File: config.mk
export PLATFORM = sky130hd
export DESIGN_NAME = state_unmix_flat
export DESIGN_NICKNAME = d
export VERILOG_FILES = /design/src/rtl/state_unmix_if.sv /design/src/rtl/state_unmix.sv /design/src/flat_wrapper.sv
export SDC_FILE = /design/constraint.sdc
export NUM_CORES = 2
export LEC_CHECK = 0
export ABC_AREA = 1
export BUFFER_PORTS_ARGS = -buffer_cell sky130_fd_sc_hd__buf_2
export CAP_MARGIN = 20
export CORE_MARGIN = 5
export CORE_UTILIZATION = 48
export DETAILED_ROUTE_END_ITERATION = 12
export GPL_ROUTABILITY_DRIVEN = 0
export MAX_ROUTING_LAYER = met4
export SLEW_MARGIN = 20
export SYNTH_ARGS = -nofsm -noshare
export SYNTH_HDL_FRONTEND = slang
export SYNTH_SLANG_ARGS = --single-unit
File: constraint.sdc
create_clock -name clk -period 11 [get_ports clk]
set_input_delay 2.2 -clock clk [delete_from_list [all_inputs] [get_ports clk]]
set_output_delay 2.2 -clock clk [all_outputs]
set_load 0.005 [all_outputs]
File: src/rtl/state_unmix_if.sv
// Word-stream handshake bundle for state_unmix: load side, drain side and busy flag.
interface state_unmix_if;
  logic        in_valid;
  logic        in_ready;
  logic [31:0] in_data;
  logic        out_valid;
  logic        out_ready;
  logic [31:0] out_data;
  logic        busy;

  modport master (
    output in_valid, in_data, out_ready,
    input  in_ready, out_valid, out_data, busy
  );

  modport slave (
    input  in_valid, in_data, out_ready,
    output in_ready, out_valid, out_data, busy
  );
endinterface

File: src/rtl/state_unmix.sv
// state_unmix: undoes ROUNDS rounds of the 8x32 state mixer, one word operation per cycle.
// Macro STATE_UNMIX_BLKCNT_EN adds a saturating blk_cnt output counting completed blocks.
module state_unmix #(
  parameter int unsigned ROUNDS = 1
) (
  input  logic         clk,
  input  logic         rst_n,
  state_unmix_if.slave bus
`ifdef STATE_UNMIX_BLKCNT_EN
  ,
  output logic [15:0]  blk_cnt
`endif
);

  typedef enum logic [1:0] {S_LOAD, S_ROUND, S_DRAIN} state_t;
  typedef enum logic [1:0] {G_C, G_B, G_A} stage_t;

  localparam logic [3:0] LAST_ROUND = 4'(ROUNDS - 1);

  state_t      r_state;
  stage_t      r_stage;
  logic [2:0]  r_idx;
  logic [3:0]  r_round;
  logic [31:0] r_w [8];
  logic        r_in_ready;
  logic        r_out_valid;
  logic        r_busy;

  logic [2:0]  w_tgt;
  logic [31:0] w_res;

  // Multiplicative inverses of the mixer constants {3,5,7,11,13,17,19,23} mod 2^32.
  function automatic logic [31:0] ki(input logic [2:0] i);
    case (i)
      3'd0:    ki = 32'hAAAAAAAB;
      3'd1:    ki = 32'hCCCCCCCD;
      3'd2:    ki = 32'hB6DB6DB7;
      3'd3:    ki = 32'hBA2E8BA3;
      3'd4:    ki = 32'hC4EC4EC5;
      3'd5:    ki = 32'hF0F0F0F1;
      3'd6:    ki = 32'h286BCA1B;
      default: ki = 32'hE9BD37A7;
    endcase
  endfunction

  // The xor and subtract stages must walk the words in reverse to undo sequential updates.
  always_comb begin
    w_tgt = (r_stage == G_C) ? r_idx : 3'd7 - r_idx;
    w_res = r_w[w_tgt];
    case (r_stage)
      G_C:     w_res = r_w[w_tgt] * ki(w_tgt);
      G_B:     w_res = r_w[w_tgt] ^ (r_w[w_tgt + 3'd3] << 16);
      default: w_res = r_w[w_tgt] - r_w[w_tgt - 3'd1];
    endcase
  end

  always_ff @(posedge clk or negedge rst_n) begin
    if (!rst_n) begin
      r_state     <= S_LOAD;
      r_stage     <= G_C;
      r_idx       <= 3'd0;
      r_round     <= 4'd0;
      r_in_ready  <= 1'b0;
      r_out_valid <= 1'b0;
      r_busy      <= 1'b0;
      for (int i = 0; i < 8; i++) r_w[i] <= 32'd0;
    end else begin
      case (r_state)
        S_LOAD: begin
          r_in_ready <= 1'b1;
          if (bus.in_valid && r_in_ready) begin
            r_w[r_idx] <= bus.in_data;
            r_idx      <= r_idx + 3'd1;
            if (r_idx == 3'd7) begin
              r_state    <= S_ROUND;
              r_stage    <= G_C;
              r_round    <= 4'd0;
              r_in_ready <= 1'b0;
              r_busy     <= 1'b1;
            end
          end
        end
        S_ROUND: begin
          r_w[w_tgt] <= w_res;
          r_idx      <= r_idx + 3'd1;
          if (r_idx == 3'd7) begin
            case (r_stage)
              G_C:     r_stage <= G_B;
              G_B:     r_stage <= G_A;
              default: begin
                r_stage <= G_C;
                if (r_round == LAST_ROUND) begin
                  r_state     <= S_DRAIN;
                  r_out_valid <= 1'b1;
                end else begin
                  r_round <= r_round + 4'd1;
                end
              end
            endcase
          end
        end
        default: begin
          if (bus.out_ready) begin
            r_idx <= r_idx + 3'd1;
            if (r_idx == 3'd7) begin
              r_state     <= S_LOAD;
              r_out_valid <= 1'b0;
              r_busy      <= 1'b0;
              r_in_ready  <= 1'b1;
            end
          end
        end
      endcase
    end
  end

  assign bus.in_ready  = r_in_ready;
  assign bus.out_valid = r_out_valid;
  assign bus.out_data  = r_out_valid ? r_w[r_idx] : 32'd0;
  assign bus.busy      = r_busy;

`ifdef STATE_UNMIX_BLKCNT_EN
  logic r_dummy_unused;
  logic [15:0] r_blk_cnt;
  always_ff @(posedge clk or negedge rst_n) begin
    if (!rst_n) begin
      r_blk_cnt <= 16'd0;
    end else if (r_state == S_DRAIN && bus.out_ready && r_idx == 3'd7 &&
                 r_blk_cnt != 16'hFFFF) begin
      r_blk_cnt <= r_blk_cnt + 16'd1;
    end
  end
  assign r_dummy_unused = 1'b0;
  assign blk_cnt = r_blk_cnt;
`endif

endmodule

File: src/flat_wrapper.sv
// flat-port wrapper written by rule: the top's interface ports become plain ports
module state_unmix_flat 
#(
  parameter int unsigned ROUNDS = 1
)
  (clk, rst_n, bus_in_valid, bus_in_data, bus_out_ready, bus_in_ready, bus_out_valid, bus_out_data, bus_busy);
  state_unmix_if bus_i ();
  input  logic clk;
  input  logic rst_n;
  input wire logic [$bits(bus_i.in_valid)-1:0] bus_in_valid;
  input wire logic [$bits(bus_i.in_data)-1:0] bus_in_data;
  input wire logic [$bits(bus_i.out_ready)-1:0] bus_out_ready;
  output wire logic [$bits(bus_i.in_ready)-1:0] bus_in_ready;
  output wire logic [$bits(bus_i.out_valid)-1:0] bus_out_valid;
  output wire logic [$bits(bus_i.out_data)-1:0] bus_out_data;
  output wire logic [$bits(bus_i.busy)-1:0] bus_busy;
  assign bus_i.in_valid = bus_in_valid;
  assign bus_i.in_data = bus_in_data;
  assign bus_i.out_ready = bus_out_ready;
  assign bus_in_ready = bus_i.in_ready;
  assign bus_out_valid = bus_i.out_valid;
  assign bus_out_data = bus_i.out_data;
  assign bus_busy = bus_i.busy;
  state_unmix #(.ROUNDS(ROUNDS)) u_core (.clk(clk), .rst_n(rst_n), .bus(bus_i));
endmodule
# == After elaboration in Yosys (flattened, before gate mapping) ==
# Cells that the tools add are included.
# W data, S select, Z words.
# word_totals
inputBits,36
regBits,270
# op_classes
mul,1
mux,59
bitwise,7
magnitude_cmp,6
eq_ne,15
add_sub_neg,6
reduce_logical,21
# ops
cell,n
$bwmux W256,2
$pmux W256 S2,1
$bmux W32 S3,4
$mux W32,10
$mux W256,1
$pmux W32 S7,1
$demux W32 S3,2
$pmux W32 S2,1
$mul A32 B32 Y32,1
$mux W16,2
$sub A32 B32 Y32,1
$xor A32 B32 Y32,1
$mux W4,5
$mux W2,9
$ge A4 B4 Y1 const B,4
$not A3 Y4,4
$eq A3 B3 Y1 const B,4
$pmux W2 S2,3
$mux W1,10
$reduce_and A5 Y1,2
$mux W3,3
$lt A4 B1 Y1 const B,2
$ne A2 B1 Y1 const B,4
$pmux W4 S2,1
23 further kinds,37

# == Depth between registers and ports, before layout ==
# logic_depth
ltp_word,11
ltp_mapped,47
mapped_depth_nobuf,43

# == Worst setup path before layout ==
# No wires, ideal clock.
# synth_timing
path_kind,register -> register
startpoint,reg u_core.r_stage[1]
endpoint,reg u_core.r_w[30] in the netlist's numbering
required_time_ns,10.913
stages_incl_launch_ff,41
t_arrival_ns,8.363
slack_ns,2.550
setup_ns,0.087
cell_sequence,dfrtp_1 nor2_8 nand2_2 nand2_2 buf_6 buf_6 nand2_1 buf_2 buf_2 o22ai_1 nor2_1 nand2_1 nand2_1 inv_1 clkbuf_1 nor2_1 fa_1 fa_1 [... 5 more ...] fa_1 fa_1 fa_1 ha_1 nand2_1 nor4_1 nand3_1 nand3_1 nand3_1 nand2_1 a31oi_1 o21bai_1 a21oi_1 nor2_1 nor2_1 nand2_1 nand4_1 a22oi_1
# synth_between
elab_chain_len,11
word_cells_on_any_way,37
# synth_lines
element,line,text
start: declaration,state_unmix.sv:21,stage_t r_stage;
start signal: assignment,state_unmix.sv:60,r_stage <= G_C;
start signal: assignment,state_unmix.sv:76,r_stage <= G_C;
start signal: assignment,state_unmix.sv:88,G_C: r_stage <= G_B;
branches (longest 9 deep; another with $mul A32 B32 Y32),--,
$bwmux W256 *,state_unmix.sv:84,r_w[w_tgt] <= w_res;
$pmux W256 S2 *,state_unmix.sv:68,case (r_state)
end signal: indexed assignment,state_unmix.sv:72,r_w[r_idx] <= bus.in_data;
end signal: indexed assignment,state_unmix.sv:84,
end: declaration,state_unmix.sv:24,logic [31:0] r_w [8];
# Mark *: on every way between the ends. The select of a mux whose other input is x is not followed.
# A chain may end at the register's enable or synchronous reset.

# == Final worst setup path ==
# layout_timing
startpoint,reg u_core.r_stage[1]
endpoint,reg u_core.r_w[252] in the netlist's numbering
# Same word-level chain as after synthesis.

==> impl_metrics.env <==
export IMPL_grt_overflow_total=0
export IMPL_route_met3_wl_um=20800
export IMPL_min_path_type="reg -> reg"
export IMPL_setup_viol=0
export IMPL_syn_inst=4972
export IMPL_critPathSlowestCell="buf_4"
export IMPL_synth_edff_count=0
export IMPL_async_flop_share_pct=100
export IMPL_slew_headroom_pct=11.7
export IMPL_die_h_um=284
export IMPL_fp_row_count=100
export IMPL_hold_ws_ps=494
export IMPL_fin_cells=5948
export IMPL_grt_max_degree=80
export IMPL_drtIter0Drc=5788
export IMPL_syn_num_nets=5575
export IMPL_nets=5556
export IMPL_synth_seq_area_share_pct=18.7
export IMPL_yosys_register_bits=270
export IMPL_dp_cells=5889
export IMPL_register_area_um2=6760
export IMPL_syn_to_final_growth_pct=7.43
export IMPL_netlist_area_um2=36100
export IMPL_yosys_most_used_dff="dfrtp_1"
export IMPL_hold_viol=0
export IMPL_cts_tree="done"
export IMPL_ys_top_cells_by_area="fa_1 23%, dfrtp_1 19%, nand2_1 11%, inv_1 8.4%, ha_1 5.5%"
export IMPL_grt_pass1_wl_um=237000
export IMPL_end_kind="flip-flop"
export IMPL_rsz0062_at_grt="no"
export IMPL_multiInputGateArea_um2=25200
export IMPL_wl_um=162000
export IMPL_dr_pass1_iters=8
export IMPL_wl_met2_um=68100
export IMPL_clkLatencyLatePin_ps=630
export IMPL_die_area_um2=80800
export IMPL_synth_top_cell_area_share_pct=22.7
export IMPL_vias=37700
export IMPL_cp_common_cell="fa_1"
export IMPL_n_fill_cell=7420
export IMPL_finalCritPeriodShare_pct=95.0
export IMPL_pin_count=71
export IMPL_drc=0
export IMPL_drive_above_1_share_pct=7.30
export IMPL_place_hpwl_um=117000
export IMPL_numCtsBuffers=31
export IMPL_syn_avg_cell_area_um2=7.26
export IMPL_postLayoutCoreUtil_pct=52.0
export IMPL_cp_max_fo=44
export IMPL_synth_top_cells_by_count="1081 x nand2_1, 812 x inv_1, 496 x nor2_1, 409 x fa_1, 381 x a21oi_1"
export IMPL_period_needed_ps=10450
export IMPL_cpPeakStageDelay_ps=630
export IMPL_core_area_um2=74600
export IMPL_viasPerCell=6.33
export IMPL_path_clk_slew_ps=80
export IMPL_final_setup_tns_ps=0
export IMPL_cts_root_buf="clkbuf_16"
export IMPL_skew_ps=34.7
export IMPL_antenna_found_initial=5
export IMPL_outcome="complete, no violations"
export IMPL_clockBufferDepth=3
export IMPL_grt_total_usage_pct=39.9
export IMPL_synth_most_common_cell="nand2_1"
export IMPL_slew_viol_final=0
export IMPL_top_layer_used="met4"
export IMPL_crit_path_start_kind="flip-flop"
export IMPL_die_w_um=284
export IMPL_worst_pin_slew_ps=1310
export IMPL_ant_nets=0
export IMPL_cp_required_ps=11450
export IMPL_grt_pass1_vias=35800
export IMPL_fmax_mhz=95.7
export IMPL_cp_arrival_ps=10900
export IMPL_crit_type="reg -> reg"
export IMPL_yosysUniqueCellTypes=58
export IMPL_wl_per_cell_um=27.2
export IMPL_synth_area_leader_cell="fa_1"
export IMPL_wl_met1_um=61000
export IMPL_cap_violations=0
export IMPL_yosys_warnings=0
export IMPL_start_util_pct=48.4
export IMPL_port_buffers=70
export IMPL_h_tree_depth=1
export IMPL_cts_num_sinks=270
cell type report:
type,count,area share [%]
Clock buffer,44,2.33
Sequential cell,270,17.4
Antenna cell,6,0.0387
Multi-Input combinational cell,3595,65.0
Clock inverter,9,0.200
Timing Repair Buffer,210,3.67
Tap cell,969,3.13
Inverter,845,8.18
critical path: cells and delay by family (launching register included):
family,cells,cell delay [ps]
flops,1,440
fa+ha+maj,9,4220
compound gates,2,220
simple gates,13,3150
buf+inv,5,1500
xor+xnor,2,690
cells in the final DEF, fill, tap and decap left out, drive strengths merged, types with 4 or more instances in the layout:
master  instances
nand3b          4
fa            409
o21bai          4
xnor2          19
a21oi         383
o22ai         150
o221ai          9
o211ai          6
xor2           34
inv           839
a221oi         75
nand4          47
o21ai         243
a31oi          16
clkbuf         44
dfrtp         270
nor4            6
a41oi          20
nand2        1099
nand3         130
nor2          510
a22oi         208
o31ai          15
diode           6
buf           210
a21o            6
ha            158
nor3           12
or2            12
clkinv         14
registers in the layout (all words and copies together), names as in the netlist:
| name | cells |
|---|---|
| u_core.r_w | 256 |
| u_core.r_round | 4 |
| u_core.r_idx | 3 |
| u_core.r_stage | 2 |
| u_core.r_state | 2 |
| u_core.bus.busy | 1 |
| u_core.bus.in_ready | 1 |
| u_core.bus.out_valid | 1 |
routing by layer:
| metal | vias up | GRT usage [%] |
|---|---|---|
| li1 | 16100 | - |
| met1 | 18200 | 51.6 |
| met2 | 2773 | 58.0 |
| met3 | 612 | 9.58 |
| met4 | 0 | 21.8 |
| met5 | - | - |
what timing repair did:
action,CTS,global route
hold buffers,0,0
resized for setup,0,2
endpoints found under the setup margin,0,30
setup buffers,0,0
metrics by stage:
stage | setup slack [ps] | cell area (um2)
after global routing | 64.6 | 38800
final | 550 | 38800
after global placement | 582 | 37800
after floorplan | 2550 | 36100
after detailed placement | 497 | 37800
after CTS | 474 | 38800
final timing paths:
check | cells past startpoint | from | to | slack, ps
max in group asynchronous | 2 | rst_n | u_core.r_w[174]$_DFFE_PN0P_ | 7910
worst min-delay path | 2 | u_core.bus.busy$_DFFE_PN0P_ | u_core.bus.busy$_DFFE_PN0P_ | 490
worst min register to register | 2 | u_core.bus.busy$_DFFE_PN0P_ | u_core.bus.busy$_DFFE_PN0P_ | 490
worst max register to register | 31 | u_core.r_stage[1]$_DFFE_PN0P_ | u_core.r_w[252]$_DFFE_PN0P_ | 550
min in group asynchronous | 1 | rst_n | u_core.r_w[22]$_DFFE_PN0P_ | 1590
worst max-delay path | 31 | u_core.r_stage[1]$_DFFE_PN0P_ | u_core.r_w[252]$_DFFE_PN0P_ | 550
cells by family (layout without fill, tap and decap cells):
group,Yosys count,count (layout),share of synthesized area [%]
AND/OR/NAND/NOR,1820,1820,20.2
AO/OA/AOI/OAI,1155,1155,19.6
buffers and inverters,1107,1108,11.9
adder cells (fa/ha/maj),567,567,28.1
flip-flops,270,270,18.7
XOR/XNOR,53,53,1.41
other,0,6,0
Power is not shown: default switching activity piles up to over one toggle a cycle in this logic, so the estimate is an artifact.
